## config.mk

```make
export PLATFORM = sky130hd
export DESIGN_NAME = ahb_bridge_arbiter_flat
export DESIGN_NICKNAME = d
export VERILOG_FILES = /design/src/rtl/ahb_arb_pkg.sv /design/src/rtl/ahb_bridge_arbiter_if.sv /design/src/rtl/ahb_bridge_arbiter_rr_picker.sv /design/src/rtl/ahb_bridge_arbiter.sv /design/src/flat_wrapper.sv
export SDC_FILE = /design/constraint.sdc
export NUM_CORES = 1
export LEC_CHECK = 0
export ABC_AREA = 1
export BUFFER_PORTS_ARGS = -buffer_cell sky130_fd_sc_hd__buf_2
export CAP_MARGIN = 20
export CORE_ASPECT_RATIO = 1.4
export CORE_UTILIZATION = 40
export CTS_CLUSTER_DIAMETER = 60
export DETAILED_ROUTE_END_ITERATION = 10
export PLACE_DENSITY_LB_ADDON = 0.3
export SLEW_MARGIN = 10
export SYNTH_ARGS = -nofsm -noshare
export SYNTH_HDL_FRONTEND = slang
export SYNTH_SLANG_ARGS = --single-unit
```

## constraint.sdc

```tcl
create_clock -name Hclk -period 3.5 [get_ports Hclk]
set_input_delay 0.525 -clock Hclk [delete_from_list [all_inputs] [get_ports Hclk]]
set_output_delay 0.525 -clock Hclk [all_outputs]
set_load 0.005 [all_outputs]
```

## src/rtl/ahb_arb_pkg.sv

```systemverilog
// Shared types and constants for the AHB bridge arbiter: FSM states,
// HTRANS encodings and default sizing.
package ahb_arb_pkg;

  typedef enum logic [1:0] {
    PARK   = 2'b00,
    OWN    = 2'b01,
    SWITCH = 2'b10
  } arb_state_e;

  localparam logic [1:0] HTRANS_IDLE   = 2'b00;
  localparam logic [1:0] HTRANS_BUSY   = 2'b01;
  localparam logic [1:0] HTRANS_NONSEQ = 2'b10;
  localparam logic [1:0] HTRANS_SEQ    = 2'b11;

  localparam int ARB_NUM_MASTERS = 4;
  localparam int ARB_MAX_BEATS   = 8;

  function automatic int idx_width(input int n);
    return (n > 1) ? $clog2(n) : 1;
  endfunction

  // NONSEQ and SEQ both have bit 1 set; IDLE and BUSY carry no data.
  function automatic logic is_xfer(input logic [1:0] htrans);
    return htrans[1];
  endfunction

endpackage

```

## src/rtl/ahb_bridge_arbiter_if.sv

```systemverilog
// Request/grant bundle between the AHB requesters and the bridge arbiter.
// The arbiter connects through 'slave'; the requester side uses 'master'.
interface ahb_bridge_arbiter_if #(
  parameter int NUM_MASTERS = ahb_arb_pkg::ARB_NUM_MASTERS
) ();
  localparam int IDX_W = ahb_arb_pkg::idx_width(NUM_MASTERS);

  logic [NUM_MASTERS-1:0] Hreq;
  logic [1:0]             Htrans;
  logic                   Hreadyout;
  logic [NUM_MASTERS-1:0] Hgrant;
  logic [IDX_W-1:0]       Hmaster;
  logic                   grant_valid;

  modport slave  (input  Hreq, Htrans, Hreadyout,
                  output Hgrant, Hmaster, grant_valid);
  modport master (output Hreq, Htrans, Hreadyout,
                  input  Hgrant, Hmaster, grant_valid);
endinterface

```

## src/rtl/ahb_bridge_arbiter_rr_picker.sv

```systemverilog
// Combinational round-robin picker: first set request bit searching upward
// from last_i+1, wrapping back around to last_i itself.
module rr_picker #(
  parameter int N     = 4,
  parameter int IDX_W = 2
) (
  input  logic [N-1:0]     req_i,
  input  logic [IDX_W-1:0] last_i,
  output logic [IDX_W-1:0] winner_o,
  output logic             any_req_o
);
  logic [IDX_W-1:0] idx;

  // Walk from the farthest candidate to the nearest so the nearest hit wins.
  always_comb begin
    winner_o  = '0;
    idx       = '0;
    any_req_o = |req_i;
    for (int i = N; i >= 1; i--) begin
      idx = IDX_W'((int'(last_i) + i) % N);
      if (req_i[idx]) winner_o = idx;
    end
  end
endmodule

```

## src/rtl/ahb_bridge_arbiter.sv

```systemverilog
// AHB bridge arbiter: round-robin tenure grants with a beat budget, no
// mid-burst break, and a SWITCH drain cycle between owners. Outputs registered.
module ahb_bridge_arbiter import ahb_arb_pkg::*; #(
  parameter int NUM_MASTERS = ARB_NUM_MASTERS,
  parameter int MAX_BEATS   = ARB_MAX_BEATS
) (
  input logic                 Hclk,
  input logic                 Hresetn,
  ahb_bridge_arbiter_if.slave bus
);
  localparam int IDX_W = idx_width(NUM_MASTERS);
  localparam int BW    = $clog2(MAX_BEATS) + 1;

  arb_state_e             state_q;
  logic [IDX_W-1:0]       last_owner_q;
  logic [BW-1:0]          beat_q;
  logic [NUM_MASTERS-1:0] hgrant_q;
  logic [IDX_W-1:0]       hmaster_q;
  logic                   gvalid_q;

  logic [IDX_W-1:0]       winner;
  logic                   any_req;
  logic [BW-1:0]          beat_d;
  logic                   release_ok;

  function automatic logic [NUM_MASTERS-1:0] onehot(input logic [IDX_W-1:0] i);
    logic [NUM_MASTERS-1:0] v;
    v    = '0;
    v[i] = 1'b1;
    return v;
  endfunction

  rr_picker #(.N(NUM_MASTERS), .IDX_W(IDX_W)) u_rr (
    .req_i     (bus.Hreq),
    .last_i    (last_owner_q),
    .winner_o  (winner),
    .any_req_o (any_req)
  );

  // The beat completing this cycle counts toward the budget; saturate so a
  // runaway SEQ stream can never wrap back below MAX_BEATS.
  always_comb begin
    beat_d = beat_q;
    if (bus.Hreadyout && is_xfer(bus.Htrans) && (beat_q != '1))
      beat_d = beat_q + 1'b1;
    release_ok = bus.Hreadyout && (bus.Htrans != HTRANS_SEQ) &&
                 (!bus.Hreq[last_owner_q] || (beat_d >= BW'(MAX_BEATS)));
  end

  always_ff @(posedge Hclk or negedge Hresetn) begin
    if (!Hresetn) begin
      state_q      <= PARK;
      last_owner_q <= IDX_W'(NUM_MASTERS - 1);
      beat_q       <= '0;
      hgrant_q     <= onehot('0);
      hmaster_q    <= '0;
      gvalid_q     <= 1'b0;
    end else begin
      case (state_q)
        PARK: begin
          if (any_req && bus.Hreadyout) begin
            state_q      <= OWN;
            last_owner_q <= winner;
            beat_q       <= '0;
            hgrant_q     <= onehot(winner);
            hmaster_q    <= winner;
            gvalid_q     <= 1'b1;
          end
        end
        OWN: begin
          beat_q <= beat_d;
          if (release_ok) begin
            state_q  <= SWITCH;
            hgrant_q <= '0;
            gvalid_q <= 1'b0;
          end
        end
        SWITCH: begin
          // Hmaster keeps the old owner so its last data phase can drain.
          if (bus.Hreadyout) begin
            if (any_req) begin
              state_q      <= OWN;
              last_owner_q <= winner;
              beat_q       <= '0;
              hgrant_q     <= onehot(winner);
              hmaster_q    <= winner;
              gvalid_q     <= 1'b1;
            end else begin
              state_q   <= PARK;
              hgrant_q  <= onehot('0);
              hmaster_q <= '0;
            end
          end
        end
        default: begin
          state_q   <= PARK;
          hgrant_q  <= onehot('0);
          hmaster_q <= '0;
          gvalid_q  <= 1'b0;
        end
      endcase
    end
  end

  assign bus.Hgrant      = hgrant_q;
  assign bus.Hmaster     = hmaster_q;
  assign bus.grant_valid = gvalid_q;

endmodule

```

## src/flat_wrapper.sv

```systemverilog
// flat-port wrapper written by rule: the top's interface ports become plain ports
module ahb_bridge_arbiter_flat import ahb_arb_pkg::*;
#(
  parameter int NUM_MASTERS = ARB_NUM_MASTERS,
  parameter int MAX_BEATS   = ARB_MAX_BEATS
)
  (Hclk, Hresetn, bus_Hreq, bus_Htrans, bus_Hreadyout, bus_Hgrant, bus_Hmaster, bus_grant_valid);
  ahb_bridge_arbiter_if #(.NUM_MASTERS(NUM_MASTERS)) bus_i ();
  input logic Hclk;
  input logic Hresetn;
  input wire logic [$bits(bus_i.Hreq)-1:0] bus_Hreq;
  input wire logic [$bits(bus_i.Htrans)-1:0] bus_Htrans;
  input wire logic [$bits(bus_i.Hreadyout)-1:0] bus_Hreadyout;
  output wire logic [$bits(bus_i.Hgrant)-1:0] bus_Hgrant;
  output wire logic [$bits(bus_i.Hmaster)-1:0] bus_Hmaster;
  output wire logic [$bits(bus_i.grant_valid)-1:0] bus_grant_valid;
  assign bus_i.Hreq = bus_Hreq;
  assign bus_i.Htrans = bus_Htrans;
  assign bus_i.Hreadyout = bus_Hreadyout;
  assign bus_Hgrant = bus_i.Hgrant;
  assign bus_Hmaster = bus_i.Hmaster;
  assign bus_grant_valid = bus_i.grant_valid;
  ahb_bridge_arbiter #(.NUM_MASTERS(NUM_MASTERS), .MAX_BEATS(MAX_BEATS)) u_core (.Hclk(Hclk), .Hresetn(Hresetn), .bus(bus_i));
endmodule
```

==> After elaboration in Yosys (flattened, before gate mapping) <==
Cells that the tools add are included.
{ "classes": {"mux": 43, "n_bitwise": 1, "n_eq_ne": 8, "add_sub_neg": 5, "order_cmp": 8, "reduce_logical": 17} }
{ "op_table": {"columns": ["cell", "n"], "rows": [
  ["4-bit 2-to-1 mux", 8],
  ["2-bit 2-to-1 mux", 12],
  ["4-bit one-hot mux with 3 select lines", 2],
  ["2-bit by 3-bit less-than comparator with 1-bit output, second input constant", 6],
  ["2-bit one-hot mux with 3 select lines", 2],
  ["4-bit AND reduction", 3],
  ["1-bit 2-to-1 mux", 11],
  ["1-bit binary-select mux with 2-bit select", 5],
  ["1-bit logical AND", 6],
  ["2-bit by 1-bit inequality test with 1-bit output, second input constant", 3],
  ["3-bit AND reduction", 2],
  ["2-bit by 1-bit adder with 2-bit output, second input constant", 2],
  ["2-bit adder, second input constant", 2],
  ["4-bit by 1-bit adder with 4-bit output, second input constant", 1],
  ["4-bit >= comparator, second input constant", 1],
  ["2-bit inequality test, second input constant", 2],
  ["4-bit inequality test, second input constant", 1],
  ["2-bit one-hot mux with 2 select lines", 1],
  ["4-bit OR reduction", 1],
  ["1-bit one-hot mux with 3 select lines", 1],
  ["3-bit nonzero test", 1],
  ["1-bit demux with 2-bit select", 1],
  ["2-bit by 1-bit equality test with 1-bit output, second input constant", 1],
  ["2-bit equality test, second input constant", 1],
  ["6 further kinds", 6]
]} }
{ "word_totals": {"input_bits": 9, "register_bits": 15, "output_inout_bits": 7, "word_cells": 88} }

==> Longest topological paths before layout <==
{ "logic_depth": {"depth_word": 14, "depth_mapped": 13, "ltp_nobuf": 12} }

==> Modules after synthesis <==
From an unflattened synthesis, not the netlist that was laid out.
{ "unflattened": {"hier_cells": 152, "area_unflattened_um2": 1044.8} }
{ "modules_own_cells": {"columns": ["module", "seq_area_each_um2", "cells_each", "n_inst", "area_each_um2"], "rows": [
  ["ahb_bridge_arbiter", 379.1, 101, 1, 778.2],
  ["rr_picker", 0.0, 51, 1, 266.5]
]} }

==> Least setup slack after synthesis <==
OpenSTA, ideal clock, no wires.
{ "synth_timing": {"path_kind": "reg2reg", "startpoint": "register u_core.beat_q[0]", "endpoint": "register u_core.gvalid_q, in the netlist u_core.bus.grant_valid", "n_path_buf": 0, "setup_ns": 0.120, "path_slack_ns": 2.049, "arrival_time_ns": 1.330, "t_required_ns": 3.380, "synth_period_minus_slack_ns": 1.451, "stages_incl_launch_ff": 12, "cell_sequence": "dfrtp_1 > ha_1 > nand3_1 > nand2_2 > nor2_1 > nand2_1 > nand3_1 > nand2_2 > nand2_4 > inv_4 > o21ai_1 > nand2_1"} }
{ "synth_via": {"elab_chain_len": 8, "elab_cells_between_ends": 9, "cone_classes": "1 x add/sub; 1 x order compare; 2 x eq/ne; 1 x mux; 4 x reduce/logical"} }
{ "synth_lines": {"columns": ["element", "line_no", "text"], "rows": [
  ["from (decl)", "ahb_bridge_arbiter.sv:16", "logic [BW-1:0] beat_q;"],
  ["from (signal assigned)", "ahb_bridge_arbiter.sv:71", "beat_q <= beat_d;"],
  ["parallel branches: the longest is 2 deep, another holds 4-bit by 1-bit adder with 4-bit output", null, null],
  ["4-bit 2-to-1 mux (*)", "ahb_bridge_arbiter.sv:44", "if (bus.Hreadyout && is_xfer(bus.Htrans) && (beat_q != '1))"],
  ["4-bit >= comparator (*)", "ahb_bridge_arbiter.sv:47", "(!bus.Hreq[last_owner_q] || (beat_d >= BW'(MAX_BEATS)));"],
  ["1-bit logical OR (*)", "ahb_bridge_arbiter.sv:47", null],
  ["1-bit logical AND (*)", "ahb_bridge_arbiter.sv:46", "release_ok = bus.Hreadyout && (bus.Htrans != HTRANS_SEQ) &&"],
  ["2-bit by 1-bit inequality test with 1-bit output (no source line) (*)", null, null],
  ["4-bit AND reduction (no source line) (*)", null, null],
  ["to (signal assigned)", "ahb_bridge_arbiter.sv:57", "gvalid_q <= 1'b0;"],
  ["to (signal assigned)", "ahb_bridge_arbiter.sv:67", "gvalid_q <= 1'b1;"],
  ["to (signal assigned)", "ahb_bridge_arbiter.sv:75", "gvalid_q <= 1'b0;"],
  ["to (decl)", "ahb_bridge_arbiter.sv:19", "logic gvalid_q;"]
]} }
Every way passes the cells marked *.
A chain may end at the register's enable or synchronous reset.

==> Worst setup path in the final report <==
{ "layout_timing": {"startpoint": "register u_core.last_owner_q[0]", "endpoint": "register u_core.hmaster_q[0], in the netlist u_core.bus.Hmaster[0]"} }
{ "layout_via": {"elab_chain_len": 10, "elab_cells_between_ends": 20, "cone_classes": "4 x add/sub; 16 x mux"} }
{ "layout_lines": {"columns": ["element", "line_no", "text"], "rows": [
  ["from (decl)", "ahb_bridge_arbiter.sv:15", "logic [IDX_W-1:0] last_owner_q;"],
  ["from (signal assigned)", "ahb_bridge_arbiter.sv:53", "last_owner_q <= IDX_W'(NUM_MASTERS - 1);"],
  ["from (signal assigned)", "ahb_bridge_arbiter.sv:63", "last_owner_q <= winner;"],
  ["from (signal assigned)", "ahb_bridge_arbiter.sv:83", "last_owner_q <= winner;"],
  ["2-bit by 1-bit adder with 2-bit output", "ahb_bridge_arbiter_rr_picker.sv:20", "idx = IDX_W'((int'(last_i) + i) % N);"],
  ["1-bit binary-select mux with 2-bit select", "ahb_bridge_arbiter_rr_picker.sv:21", "if (req_i[idx]) winner_o = idx;"],
  ["1-bit 2-to-1 mux (not written as such)", "ahb_bridge_arbiter_rr_picker.sv:21", null],
  ["2-bit 2-to-1 mux (3 in series)", "ahb_bridge_arbiter_rr_picker.sv:21", null],
  ["2-bit 2-to-1 mux (*)", "ahb_bridge_arbiter_rr_picker.sv:21", null],
  ["2-bit 2-to-1 mux", "ahb_bridge_arbiter.sv:81", "if (any_req) begin"],
  ["2-bit 2-to-1 mux", "ahb_bridge_arbiter.sv:80", "if (bus.Hreadyout) begin"],
  ["2-bit one-hot mux with 3 select lines (*)", "ahb_bridge_arbiter.sv:59", "case (state_q)"],
  ["to (signal assigned)", "ahb_bridge_arbiter.sv:66", "hmaster_q <= winner;"],
  ["to (signal assigned)", "ahb_bridge_arbiter.sv:86", "hmaster_q <= winner;"],
  ["to (decl)", "ahb_bridge_arbiter.sv:18", "logic [IDX_W-1:0] hmaster_q;"]
]} }
Mark *: on every way between the ends. The rest lies on a longest branch, timed or not. The select of a mux whose other input is x is not followed.

==> results.md <==
- CP Launch Type: register
- Worst endpoint data arrival time: 1.79 ns
- Nets: 169
- Die H: 60.9 µm
- RSZ-0062 raised after global routing: false
- GRT Overall Usage: 17.6%
- Final Hold Vio Count: 0
- Slowest cell on the critical path: dfstp_2
- Sum Neg Setup Slack: 0 ns
- Setup crit start: u_core.last_owner_q[0]
- Placer congestion estimate: 0.827
- CTS Hold Bufs: 0
- Critical Path End Type: register
- Tcrit/Tclk final: 46.1%
- Rows: 21
- Worst flop-to-flop path endpoint: u_core.bus.Hmaster[0]
- Final Util: 47.0%
- Post-Syn Nets: 150
- Avg Cell Area, Syn: 7.08 µm²
- Grt ovf: 0
- Post-Syn Instances: 140
- Synth area leader: dfrtp_1
- Pwr/cell area: 872 mW/mm²
- First-pass GRT wire length: 3.65 mm
- Core Area: 0.00236 mm²
- Synth Register Bits: 15
- Yosys warning count: 0
- Clock root buffer: clkbuf_4
- DRT Pass-1 Iters: 6
- Area growth, synth to finish: 12.1%
- Seq/Total Area, Yosys: 38.3%
- Relative max-transition margin: 77.0%
- Final ANT Viol Nets: 0
- Sink Count: 15
- FF-to-FF path depth: 11
- Clk_lat worst skew: 0.28 ns
- Worst Tran Pin Value: 0.341 ns
- Routed WL: 2.02 mm
- Lkg Pwr: 0.000617 µW
- Cts repair resizes: 0
- Largest net degree at the start of global routing: 16
- Port buffer count: 15
- Initial core utilization: 41.9%
- CP dominant cell by count: nand2_1
- Layout cell share with drive strength beyond 1: 29.1%
- Top-area cell type share of the netlist area: 30.3%
- CTS tree: built
- Worst Hold Class: primary input to asynchronous set/reset pin
- Worst VDD drop: 0.000538 V
- Pins Over Slew Limit: 0
- Data required, critical path: 3.68 ns
- Residual DRC: 0
- Max clock buf depth: 2
- Initial antenna violation count: 0
- Critical path class: register to register
- Vias in the first global route: 887
- Final min period: 1.61 ns
- DP HPWL: 1.64 mm
- Post-route clock skew: 0.00407 ns
- Initial DRC count: 22
- Htree depth: 1
- Total CTS buffers: 3
- Reg-to-reg startpoint: u_core.last_owner_q[0]
- CP Max Fanout: 9
- Die Area: 0.00268 mm²
- Slack of the worst reg-to-reg path: 1.89 ns
- Synth cell types: 26
- Vias: 935
- Postcts setup bufs: 0
- Synthesized cell area: 991 µm²
- CP max stage delay: 0.68 ns
- Max Clk Rate: 620 MHz
- Worst path cell trace: inv_8, nand2_2, nand2_2, nand2_1, nand2_1, inv_1, nand3_1, nand2_2, inv_2, nand2_1, nand2_1
- Antenna cells: 0
- Setup-failing EPs final: 0
- Maxcap violations: 0
- Per-cell routed wire length: 11.1 µm
- Synth top area cells: dfrtp_1 (30%), nand2_1 (16%), nand2_2 (8.2%)
- Worst-path clk slew: 0.09 ns
- Top Ports: 16
- Die W: 44.1 µm
- Status: complete, no violations
- Vias/cell: 5.17
cell type report:
type,instances,area (µm²)
Clock buffer,3,22.5
Sequential cell,15,379
Tap cell,23,28.8
Clock inverter,1,5.00
Timing Repair Buffer,15,75.1
Inverter,20,85.1
Multi-Input combinational cell,104,515
Fill cell,245,1250
synth_stat cells:
master	count
a32o_1	1
a21boi_0	1
a21oi_1	4
buf_6	1
ha_1	1
nor2_1	8
inv_4	1
dfrtp_1	12
nand4_1	1
clkinv_1	1
dfstp_2	3
nand3_1	15
a21oi_2	1
inv_8	1
nor3_1	1
inv_1	13
o21ai_2	2
o21ai_1	4
nand2_4	1
o21ai_0	5
inv_2	4
nand2_2	13
nand2_1	43
nand3_2	1
or2_1	1
o31ai_1	1
critical path: cells and delay by family, from the launching register on:
family,cells,cell delay (ns)
simple gates,8,0.63
flops,1,0.68
buf+inv,3,0.20
how the worst max path moves through the flow:
stage / to / slack, ns / cells after the start
after floorplan: u_core.bus.grant_valid / 2.05 / 11
after CTS: u_core.bus.grant_valid / 1.88 / 11
after global routing: u_core.bus.grant_valid / 1.72 / 11
after global placement: u_core.bus.grant_valid / 1.90 / 12
final: u_core.bus.Hmaster[0] / 1.89 / 11
after detailed placement: u_core.bus.grant_valid / 1.88 / 12
layer usage:
layer	up-vias	global-route usage, %	part of all wire [%]
met2	26	29.6	51
met1	426	22.9	44
li1	479	-	-
met4	0	8.23	1.3
met3	4	1.19	4.6
met5	-	0	0
logic make-up (layout without fill, tap and decap cells):
logic type,after synthesis,after routing,share of synthesized area (%)
AND/OR/NAND/NOR,84,84,39.0
buffers and inverters,21,39,9.72
AO/OA/AOI/OAI,19,19,11.7
flip-flops,15,15,38.3
adder cells (fa/ha/maj),1,1,1.26
power by group:
part	switching (µW)	leakage (µW)	internal [µW]	total, µW
registers	64.0	0.000190	251	315
clock network	55.9	0.0000177	42.4	98.3
logic	359	0.000409	197	556
state kept, by name, summed over array words and instances (netlist names):
name,flops
u_core.beat_q,4
u_core.state_q,2
u_core.last_owner_q,2
u_core.bus.Hmaster,2
u_core.bus.grant_valid,1
u_core.bus.Hgrant,4
metrics by stage:
step                setup WS, ns  cell area (µm²)  total power (µW)  hold slack, ns  std cells
floorplan                   2.05              991               751           0.229        140
global placement            1.90             1080               852           0.445        177
detailed placement          1.88             1080               872           0.449        177
CTS                         1.88             1110               975           0.136        181
global route                1.72             1110              1070           0.148        181
finish                      1.89             1110               969           0.123        181
cell usage in the layout, fill, tap and decap left out, drive strengths merged, types with 2 or more instances in the layout:
| master | n |
|---|---|
| a21oi | 5 |
| buf | 15 |
| clkbuf | 3 |
| clkinv | 2 |
| dfrtp | 12 |
| dfstp | 3 |
| inv | 19 |
| nand2 | 57 |
| nand3 | 16 |
| nor2 | 8 |
| o21ai | 11 |
Note: power is estimated with default switching activity, not from simulation.
